[src/rtl/ex_ctrl_pkg.sv]
// Shared types for the execute-stage controller.
// States, branch condition codes, op enable and flag bit positions.
package ex_ctrl_pkg;

  typedef enum logic [2:0] {
    ST_RUN,
    ST_VBUSY,
    ST_MBUSY,
    ST_FLUSH,
    ST_HALT
  } state_e;

  typedef enum logic [2:0] {
    OP_NONE,
    OP_END,
    OP_JUMP,
    OP_MEM,
    OP_VEC,
    OP_SCALAR
  } op_cls_e;

  localparam logic [1:0] COND_ALWAYS = 2'b00;
  localparam logic [1:0] COND_Z_SET  = 2'b01;
  localparam logic [1:0] COND_N_SET  = 2'b10;
  localparam logic [1:0] COND_Z_CLR  = 2'b11;

  localparam int EN_ALU_INT = 0;
  localparam int EN_ALU_V   = 1;
  localparam int EN_MEM     = 2;
  localparam int EN_JUMP    = 3;
  localparam int EN_SWAP    = 4;

  localparam int FLAG_Z = 0;
  localparam int FLAG_N = 1;

  // Busy counter preload: the entry cycle already counts as one busy
  // cycle, and the exit happens on the cycle the counter reads zero.
  function automatic logic [3:0] busy_load(input int lat);
    return (lat > 1) ? 4'(lat - 2) : 4'd0;
  endfunction

endpackage

[src/rtl/ex_cond_eval.sv]
// Branch condition evaluator: cond_i against registered {N,Z} flags.
// Ports: cond_i, flags_i in; taken_o out. Purely combinational.
module ex_cond_eval
  import ex_ctrl_pkg::*;
(
  input  logic [1:0] cond_i,
  input  logic [1:0] flags_i,
  output logic       taken_o
);

  always_comb begin
    taken_o = 1'b0;
    unique case (cond_i)
      COND_ALWAYS: taken_o = 1'b1;
      COND_Z_SET:  taken_o = flags_i[FLAG_Z];
      COND_N_SET:  taken_o = flags_i[FLAG_N];
      COND_Z_CLR:  taken_o = ~flags_i[FLAG_Z];
      default:     taken_o = 1'b0;
    endcase
  end

endmodule

[src/rtl/ex_ctrl.sv]
// Execute-stage controller: issue handshake, unit occupancy, flags,
// branch/flush and halt. Ports: clk_i, rst_i (sync, active high),
// op_valid_i/op_ready_o/issue_o handshake, op_en_i, op_end_i,
// op_nop_i, cond_i, jump_addr_i, alu_flags_i in; flags_q_o, vbusy_o,
// mbusy_o, branch_o, branch_addr_o, flush_o, halted_o, stall_cnt_o
// out. Define EX_CTRL_STALL_CNT_EN to build the stall counter.
module ex_ctrl
  import ex_ctrl_pkg::*;
#(
  parameter int VEC_LAT = 3,
  parameter int MEM_LAT = 2,
  parameter int ADDR_W  = 10
) (
  input  logic              clk_i,
  input  logic              rst_i,
  input  logic              op_valid_i,
  output logic              op_ready_o,
  input  logic [4:0]        op_en_i,
  input  logic              op_end_i,
  input  logic              op_nop_i,
  input  logic [1:0]        cond_i,
  input  logic [ADDR_W-1:0] jump_addr_i,
  input  logic [1:0]        alu_flags_i,
  output logic              issue_o,
  output logic [1:0]        flags_q_o,
  output logic              vbusy_o,
  output logic              mbusy_o,
  output logic              branch_o,
  output logic [ADDR_W-1:0] branch_addr_o,
  output logic              flush_o,
  output logic              halted_o,
  output logic [15:0]       stall_cnt_o
);

  localparam logic [3:0] VEC_LD = busy_load(VEC_LAT);
  localparam logic [3:0] MEM_LD = busy_load(MEM_LAT);

  state_e            state_q, state_d;
  logic [3:0]        cnt_q, cnt_d;
  logic [1:0]        flags_q, flags_d;
  logic [ADDR_W-1:0] addr_q, addr_d;
  op_cls_e           op_cls;
  logic              taken;
  logic              ready;
  logic              issue;

  ex_cond_eval u_cond (
    .cond_i  (cond_i),
    .flags_i (flags_q),
    .taken_o (taken)
  );

  // Priority decode; lower-ranked enables are ignored.
  always_comb begin
    op_cls = OP_NONE;
    if (op_end_i)
      op_cls = OP_END;
    else if (op_nop_i)
      op_cls = OP_NONE;
    else if (op_en_i[EN_JUMP])
      op_cls = OP_JUMP;
    else if (op_en_i[EN_MEM])
      op_cls = OP_MEM;
    else if (op_en_i[EN_ALU_V])
      op_cls = OP_VEC;
    else if (op_en_i[EN_ALU_INT] | op_en_i[EN_SWAP])
      op_cls = OP_SCALAR;
  end

  assign ready = (state_q == ST_RUN);
  assign issue = op_valid_i & ready;

  always_comb begin
    state_d = state_q;
    cnt_d   = cnt_q;
    flags_d = flags_q;
    addr_d  = addr_q;
    unique case (state_q)
      ST_RUN: begin
        if (issue) begin
          unique case (op_cls)
            OP_END: state_d = ST_HALT;
            OP_JUMP: begin
              if (taken) begin
                state_d = ST_FLUSH;
                addr_d  = jump_addr_i;
              end
            end
            OP_MEM: begin
              if (MEM_LAT > 1) begin
                state_d = ST_MBUSY;
                cnt_d   = MEM_LD;
              end
            end
            OP_VEC: begin
              if (VEC_LAT > 1) begin
                state_d = ST_VBUSY;
                cnt_d   = VEC_LD;
              end
            end
            OP_SCALAR: begin
              // A scalar swap alone leaves the flags alone.
              if (op_en_i[EN_ALU_INT])
                flags_d = alu_flags_i;
            end
            default: ;
          endcase
        end
      end
      ST_VBUSY, ST_MBUSY: begin
        if (cnt_q == 4'd0)
          state_d = ST_RUN;
        else
          cnt_d = cnt_q - 4'd1;
      end
      ST_FLUSH: state_d = ST_RUN;
      ST_HALT:  state_d = ST_HALT;
      default:  state_d = ST_RUN;
    endcase
  end

  always_ff @(posedge clk_i) begin
    if (rst_i) begin
      state_q <= ST_RUN;
      cnt_q   <= 4'd0;
      flags_q <= 2'b00;
      addr_q  <= '0;
    end else begin
      state_q <= state_d;
      cnt_q   <= cnt_d;
      flags_q <= flags_d;
      addr_q  <= addr_d;
    end
  end

`ifdef EX_CTRL_STALL_CNT_EN
  logic [15:0] stall_q, stall_d;

  always_comb begin
    stall_d = stall_q;
    if (op_valid_i && !ready && stall_q != 16'hFFFF)
      stall_d = stall_q + 16'd1;
  end

  always_ff @(posedge clk_i) begin
    if (rst_i)
      stall_q <= 16'd0;
    else
      stall_q <= stall_d;
  end

  assign stall_cnt_o = stall_q;
`else
  assign stall_cnt_o = 16'd0;
`endif

  assign op_ready_o    = ready;
  assign issue_o       = issue;
  assign flags_q_o     = flags_q;
  assign vbusy_o       = (state_q == ST_VBUSY);
  assign mbusy_o       = (state_q == ST_MBUSY);
  assign branch_o      = (state_q == ST_FLUSH);
  assign flush_o       = (state_q == ST_FLUSH);
  assign branch_addr_o = addr_q;
  assign halted_o      = (state_q == ST_HALT);

endmodule

[config.mk]
export PLATFORM = sky130hd
export DESIGN_NAME = ex_ctrl
export DESIGN_NICKNAME = d
export VERILOG_FILES = /design/src/rtl/ex_ctrl_pkg.sv /design/src/rtl/ex_cond_eval.sv /design/src/rtl/ex_ctrl.sv
export SDC_FILE = /design/constraint.sdc
export NUM_CORES = 1
export LEC_CHECK = 0
export ABC_AREA = 1
export BUFFER_PORTS_ARGS = -buffer_cell sky130_fd_sc_hd__buf_4
export CORE_MARGIN = 4
export CORE_UTILIZATION = 48
export CTS_CLUSTER_DIAMETER = 60
export DETAILED_ROUTE_END_ITERATION = 10
export PLACE_DENSITY = 0.93
export SLEW_MARGIN = 20
export SYNTH_ARGS = -nofsm -noshare
export SYNTH_HDL_FRONTEND = slang
export SYNTH_SLANG_ARGS = --single-unit
[constraint.sdc]
create_clock -name clk_i -period 2.93 [get_ports clk_i]
set_clock_uncertainty 0.15 [all_clocks]
set_input_delay 0 -clock clk_i [delete_from_list [all_inputs] [get_ports clk_i]]
set_output_delay 0 -clock clk_i [all_outputs]
set_load 0.01 [all_outputs]
==> impl_results.md, run 1 <==
* Status: finished clean
* Pre-CTS setup slack at 1.10 ns
* Initial core utilization at 51.7%
* GR Overflow Total at 0
* CP startpoint: cnt_q[0]
* Residual DRC at 0
* CP arrival at 2.36 ns
* Clk root buf: clkbuf_4
* Final worst-path setup slack at 0.647 ns
* Final Hold Fails at 0
* DRT Wirelength at 2.92 mm
* VDD IR max at 0.000379 V
* Mapped Cells at 169
* RSZ-0062 raised after global routing: false
* Critical Path End Type: flop
* GP Congestion at 0.801
* Layout Nets at 256
* Antenna violations before repair at 0
* Total CTS buffers at 3
* Core Box Area at 0.00225 mm^2
* Layout cells sized above 1 at 26.5%
* CTS Sinks at 19
* Post-DRT Antenna Nets at 0
* Synth warnings at 0
* IO buf count at 42
* Yosys top cell area share at 32.7%
* Period utilization at 77.9%
* H-tree depth at 1
* Final Util at 73.0%
* Crit Path Max Fanout at 3
* Synthesis-to-layout area growth at 41.2%
* # IOs at 59
* CTS max path bufs at 2
* WS Path Type: reg2reg
* Area contributors post-synth: dfxtp_1 33%, nor2_1 12%, buf_4 11%
* DRT iter0 DRCs at 25
* Seq cells post-synth at 19
* Synth Cell Area at 0.00116 mm^2
* Leak Pwr at 0.839 nW
* Vias post-DR at 1217
* Largest net degree at the start of global routing at 12
* Worst R2R Start: cnt_q[0]
* Clk pin slew, worst setup/hold paths at 0.10 ns
* Row cnt at 17
* Drt first pass iters at 4
* Cell count after placement at 235
* First-pass GRT wire length at 4.49 mm
* Data required time of the critical path at 3.01 ns
* Die height at 57.3 um
* Final-layout fill cell count at 184
* Post-Layout Cell Count at 258
* Hold Crit Class: in2reg
* Yosys cell types at 28
* Cell taking the most area after synthesis: dfxtp_1
* Clk_lat worst skew at 0.29 ns
* DP Wirelength at 2.07 mm
* Setup_tns at 0 ns
* Syn avg cell area at 6.89 um^2
* Max_cap viols at 0
* CP startpoint kind: flop
* TritonCTS clock tree: done
* Max-slew violation count at 0
* Tot Pwr at 0.573 mW
* Final setup fails at 0
* All-Layer GR Usage at 17.1%
* Sequential area share after synthesis at 32.7%
* DIE WIDTH at 57.3 um
* Vias in the first global route at 1124
* Die area at 0.00328 mm^2
* Fmax at 438 MHz
* Via/cell ratio at 4.72
* Power per cell area at 348 mW/mm^2
* # diodes at 0
* WL/cell at 11.3 um
* Min Tclk post-route at 2.28 ns
* Hold path start: op_nop_i
-- layout by cell type, fill, tap and decap left out, types with 3 or more instances in the layout --
master          n
nand3_2         3
dfxtp_1        19
o21ai_0         6
nor2_2          4
inv_1          18
a21oi_1         4
nand2_1        21
o21ai_1         9
conb_1         16
nand4_1         3
clkbuf_4        3
nor2_1         36
buf_4          42
nand3_1        10
dlygate4sd3_1  19
-- power by group --
group          switching [mW]  internal (mW)  leakage (nW)  total [mW]
sequential            0.00576          0.267         0.154       0.273
combinational          0.0950         0.0776         0.671       0.173
clock                  0.0745         0.0529        0.0150       0.127
-- cell type report --
cell class | instances | area (um^2) | share of cell area [%]
Multi-Input combinational cell | 126 | 623 | 37.9
Timing Repair Buffer | 61 | 505 | 30.7
Sequential cell | 19 | 380 | 23.1
Inverter | 20 | 75.1 | 4.56
Tap cell | 28 | 35.0 | 2.13
Clock buffer | 4 | 26.3 | 1.60
-- cells in the mapped netlist (all sizes together) --
master and number:
o21a 1, dfxtp 19, xor2 1, nor3 3, o21ai 16, nand3 13, buf 19, ha 1
conb 1, nor2 41, inv 20, o31ai 1, nand2 23, a21oi 5, nand4 3, a211oi 2
-- metal layers --
metal	wire, um	global-route usage, %
met5	0	0
met4	53	5.63
met3	211	4.75
met2	1560	32.5
met1	1100	17.8
-- stage by stage --
stage	hold slack (ns)	area (um^2)
after floorplan	-0.0283	1220
after global placement	0.0722	1430
after detailed placement	0.0786	1430
after CTS	0.117	1650
after global routing	0.147	1650
final	0.123	1650
-- sequential cells by signal (all words and copies together), names as in the netlist --
signal / cells
flags_q_o: 2
state_q: 3
branch_addr_o: 10
cnt_q: 4
-- repair_timing --
action / in CTS / in global routing
hold buffers: 19 / 0
endpoints found under the hold margin: 19 / 0
gates resized for setup: 0 / 0
buffers inserted: 0 / 0
-- cell families after synthesis --
kind of cell	synth area share, %
compound gates	13.3
xor+xnor	0.752
fa+ha+maj	1.07
buf+inv	18.7
flops	32.7
other cells	0.322
simple gates	33.2
-- critical path: stages (launching register included) --
cell and delay, ns:
dfxtp_1 0.32, inv_1 0.08, ha_1 0.17, inv_1 0.06, o31ai_2 0.35, nand2_2 0.12, nor2_2 0.19, nand4_1 0.09
dlygate4sd3_1 0.56, a21oi_1 0.13
-- final timing paths --
path	end	slack, ns	depth (start not counted)
worst max-delay path	state_q[1]	0.65	9
worst min-delay path	state_q[2]	0.12	7
worst max register to register	state_q[1]	0.65	9
worst min register to register	cnt_q[0]	0.33	2
(Power assumes the default switching activity.)
==> inputs of run 2 (changes only) <==
CORE_UTILIZATION = 40   (was 48)
PLACE_DENSITY = 0.83   (was 0.93)
clock period = 2.07 ns   (was 2.93 ns; I/O delays follow)
==> impl_results.md, run 2 (synthesis results as in run 1) <==
* CP peak stage delay at 0.57 ns
* Row cnt at 19
* Number of flip-flops in the largest register at 10
* Total CTS buffers at 3
* # diodes at 0
* WS Path Type: reg2reg
* Status: finished clean
* TritonCTS clock tree: done
* Clk root buf: clkbuf_4
* Sw power at 0.268 mW
* Pre-CTS setup slack at 0.341 ns
* Period utilization at 95.2%
* Layout Nets at 256
* Crit-path slowest cell: dlygate4sd3_1
* Crit-path leading delay family: buffers and inverters
* Power per cell area at 499 mW/mm^2
* Crit Path Max Fanout at 6
* Clock Power Share at 23.4%
* Leak Pwr at 0.849 nW
* Setup_tns at 0 ns
* Post-DRT Antenna Nets at 0
* Clk pin slew, worst setup/hold paths at 0.11 ns
* CTS max path bufs at 2
* VDD IR max at 0.000356 V
* Register area at 382 um^2
* Core Box Area at 0.00278 mm^2
* IO buf count at 42
* CP Cell Sequence: inv_2 -> nand3_4 -> nor2_4 -> nand4_1 -> nor2_1 -> a211oi_1 -> dlygate4sd3_1
* WL/cell at 11.3 um
* Vias post-DR at 1201
* Final worst-path setup slack at 0.0986 ns
* All-Layer GR Usage at 15.9%
* H-tree depth at 1
* Clk_lat worst skew at 0.30 ns
* Data required time of the critical path at 2.12 ns
* Drt first pass iters at 4
* DP Wirelength at 2.12 mm
* CTS Sinks at 19
* Critical Path End Type: flop
* Die height at 62.0 um
* Layout cells sized above 1 at 29.6%
* Internal cell power at 0.562 mW
* Final-layout fill cell count at 268
* Met2 Wirelength at 1.57 mm
* Final Hold Fails at 0
* GR Overflow Total at 0
* Via/cell ratio at 4.60
* CP arrival at 2.02 ns
* Max_cap viols at 0
* # IOs at 59
* Vias in the first global route at 1137
* Min Tclk post-route at 1.97 ns
* Met3 WL at 138 um
* Met1 Wirelength at 1.18 mm
* Comb power frac at 29.9%
* CP startpoint kind: flop
* First-pass GRT wire length at 4.62 mm
* DR top layer: met4
* Largest net degree at the start of global routing at 12
* Reg power frac at 46.6%
* Commonest cells after routing, fill and taps aside: 43 x buf_4, 35 x nor2_1, 21 x nand2_1
* Area of the multi-input gates at 638 um^2
* Initial core utilization at 41.9%
* Residual DRC at 0
* Cell Area, Placed at 0.00144 mm^2
* DRT Wirelength at 2.94 mm
* Max-slew violation count at 0
* Final setup fails at 0
* Die area at 0.00384 mm^2
* Antenna violations before repair at 0
* Most common cell after layout, fill and taps aside: buf_4
* CP bufs+invs at 2
* Switching Share at 32.3%
* GP Congestion at 0.810
* Final instance area at 0.00166 mm^2
* Tot Pwr at 0.830 mW
* DIE WIDTH at 62.0 um
* DRT iter0 DRCs at 44
* Synthesis-to-layout area growth at 42.9%
* Fmax at 507 MHz
* Hold Crit Class: in2reg
## run 2: per-layer routing
layer	global-route usage (%)	vias to the layer above
met5	0	-
met4	7.27	0
met3	3.10	6
met2	28.3	29
met1	18.1	540
li1	-	626
## run 2: worst min-delay path: cells and delay by family
kind            cells  cell delay [ns]
buf+inv             1             0.09
compound gates      1             0.06
simple gates        5             0.37
## run 2: cell type report
cell class,instances,area share [%]
clock buffer,3,1.35
clock inverter,1,0.301
inverter,20,4.51
multi-input combinational,126,38.3
sequential,19,22.9
tap,31,2.33
timing repair buffer,61,30.2
## run 2: through the flow
step / util (%) / instances / hold WS, ns
after detailed placement: 51.8 / 239 / 0.0779
final: 59.8 / 261 / 0.101
after global placement: 51.8 / 239 / 0.0710
after floorplan: - / 184 / -0.0283
after CTS: 59.2 / 261 / 0.0941
after global routing: 59.8 / 261 / 0.162
## run 2: worst paths after layout
path | cells past startpoint | from | slack (ns) | to
setup / recovery | 7 | state_q[1] | 0.1 | flags_q_o[1]
hold / removal | 7 | op_nop_i | 0.10 | state_q[2]
hold reg to reg | 2 | cnt_q[0] | 0.32 | cnt_q[0]
setup reg to reg | 7 | state_q[1] | 0.1 | flags_q_o[1]
## run 2: timing repair
| action | in CTS | in global routing |
|---|---|---|
| endpoints found under the hold margin | 19 | 0 |
| hold buffers | 18 | 0 |
| endpoints found under the setup margin | 0 | 2 |
| setup buffers | 0 | 0 |
| resized for setup | 0 | 6 |
## run 2: power by group through the flow
| stage | Sequential, mW | Combinational, mW | Clock (mW) |
|---|---|---|---|
| CTS | 0.387 | 0.243 | 0.196 |
| floorplan | 0.396 | 0.160 | 0 |
| global placement | 0.395 | 0.214 | 0 |
| detailed placement | 0.395 | 0.217 | 0 |
| global route | 0.389 | 0.276 | 0.205 |
| finish | 0.387 | 0.249 | 0.194 |
==> inputs of run 3 (changes only) <==
clock period = 1.6 ns   (was 2.07 ns; I/O delays follow)
==> impl_results.md, run 3 (synthesis results as in run 1) <==
* IO buf count at 42
* Period utilization at 97.6%
* Crit Path Max Fanout at 3
* Critical Path End Type: flop
* Initial core utilization at 41.9%
* Hold Crit Class: in2reg
* Clock Power Share at 21.4%
* Post-DRT Antenna Nets at 0
* RSZ-0062 raised after global routing: true
* Fmax at 640 MHz
* Antenna violations before repair at 0
* Min Tclk post-route at 1.56 ns
* CP bufs+invs at 2
* Post-CTS setup buffers at 0
* Final Util at 64.4%
* Most common cell after layout, fill and taps aside: buf_4
* Tot Pwr at 1.11 mW
* Vias in the first global route at 1054
* GR Overflow Total at 0
* Largest net degree at the start of global routing at 12
* Final Hold Fails at 0
* CP peak stage delay at 0.33 ns
* Synthesis-to-layout area growth at 53.8%
* Die height at 62.0 um
* DIE WIDTH at 62.0 um
* Die area at 0.00384 mm^2
* Final instance area at 0.00179 mm^2
* # IOs at 59
* Max-slew violation count at 0
* Core Box Area at 0.00278 mm^2
* Status: finished clean
* VDD IR max at 0.000668 V
* GP Congestion at 0.833
* Internal cell power at 0.751 mW
* CP Cell Sequence: inv_2 -> ha_4 -> inv_2 -> o31ai_4 -> nand2_2 -> nor2_4 -> nand2_2 -> nand2_1 -> o21ai_1 -> nor2_1
* Number of flip-flops in the largest register at 10
* Cell Area, Placed at 0.00149 mm^2
* CTS max path bufs at 2
* Cell count after placement at 244
* Switching Share at 32.3%
* First-pass GRT wire length at 4.21 mm
* Layout cells sized above 1 at 40.1%
* Post-Layout Cell Count at 263
* Leak Pwr at 0.881 nW
* DP Wirelength at 2.06 mm
* Reg power frac at 45.4%
* TritonCTS clock tree: done
* WL/cell at 11.6 um
* Final setup fails at 0
* Vias post-DR at 1234
* Crit-path leading delay family: simple AND/OR/NAND/NOR gates
* Residual DRC at 0
* Comb power frac at 33.2%
* Data required time of the critical path at 1.70 ns
* Commonest cells after routing, fill and taps aside: 46 x buf_4, 34 x nor2_1, 16 x nand2_1, 16 x conb_1, 15 x dlygate4sd3_1
* Drt first pass iters at 4
* CTS Sinks at 19
* CP arrival at 1.66 ns
* Sw power at 0.359 mW
* Layout Nets at 258
* Total CTS buffers at 3
* Via/cell ratio at 4.69
* Clk pin slew, worst setup/hold paths at 0.11 ns
* Max_cap viols at 0
* H-tree depth at 1
* Clk root buf: clkbuf_4
* Power per cell area at 619 mW/mm^2
* Clk_lat worst skew at 0.30 ns
* DRT Wirelength at 3.05 mm
* Row cnt at 19
* WS Path Type: reg2reg
* Final worst-path setup slack at 0.0383 ns
* # diodes at 0
* DRT iter0 DRCs at 44
* CP startpoint kind: flop
* All-Layer GR Usage at 14.7%
* Setup_tns at 0 ns
* Crit-path slowest cell: dfxtp_2
* Pre-CTS setup slack at 0.0000434 ns
* Hold_ws at 0.0353 ns
==> run 3: cell count changes in the layout (fill, tap and decap cells not counted), moves of 4 or more <==
cell / before / now
nand2_1: 21 / 16
dfxtp_2: 1 / 5
dfxtp_1: 18 / 13
inv_1: 16 / 12
nand2_2: 1 / 5
==> run 3: path summary, 6_finish.rpt <==
path                              startpoint            to  slack (ns)  depth (start not counted)
worst max-delay path                cnt_q[0]    state_q[2]        0.04                         10
worst min-delay path              op_en_i[3]  flags_q_o[0]        0.04                          6
worst max register to register      cnt_q[0]    state_q[2]        0.04                         10
worst min register to register  flags_q_o[0]  flags_q_o[0]        0.32                          2
==> run 3: cell type report <==
cell class                 count  area [um^2]
fill                         224          990
multi-input combinational    126          733
timing repair buffer          63          519
sequential                    19          390
inverter                      20         82.6
tap                           31         38.8
clock buffer                   3         22.5
clock inverter                 1         5.00
==> run 3: repair_timing <==
item,CTS,global route
pin swaps,4,16
gates resized for setup,6,35
hold buffers,16,0
gates cloned,0,0
endpoints found under the hold margin,19,0
setup endpoints to repair,1,18
==> run 3: power groups by stage <==
stage	registers, mW	clock network, mW	logic, mW
floorplan	0.513	0	0.209
global placement	0.512	0	0.291
detailed placement	0.512	0	0.295
CTS	0.502	0.244	0.331
global route	0.506	0.271	0.401
finish	0.504	0.238	0.368
==> run 3: worst min-delay path: stages <==
cell and delay [ns]:
buf_4 0.09, nor2_2 0.04, nand2_1 0.06, nor2_2 0.05
nand4_1 0.14, a211oi_1 0.08
==> run 3: routing by layer <==
layer | wire, um | track usage [%]
met5 | 0 | 0
met4 | 21 | 4.55
met3 | 140 | 5.17
met2 | 1680 | 26.0
met1 | 1200 | 16.2
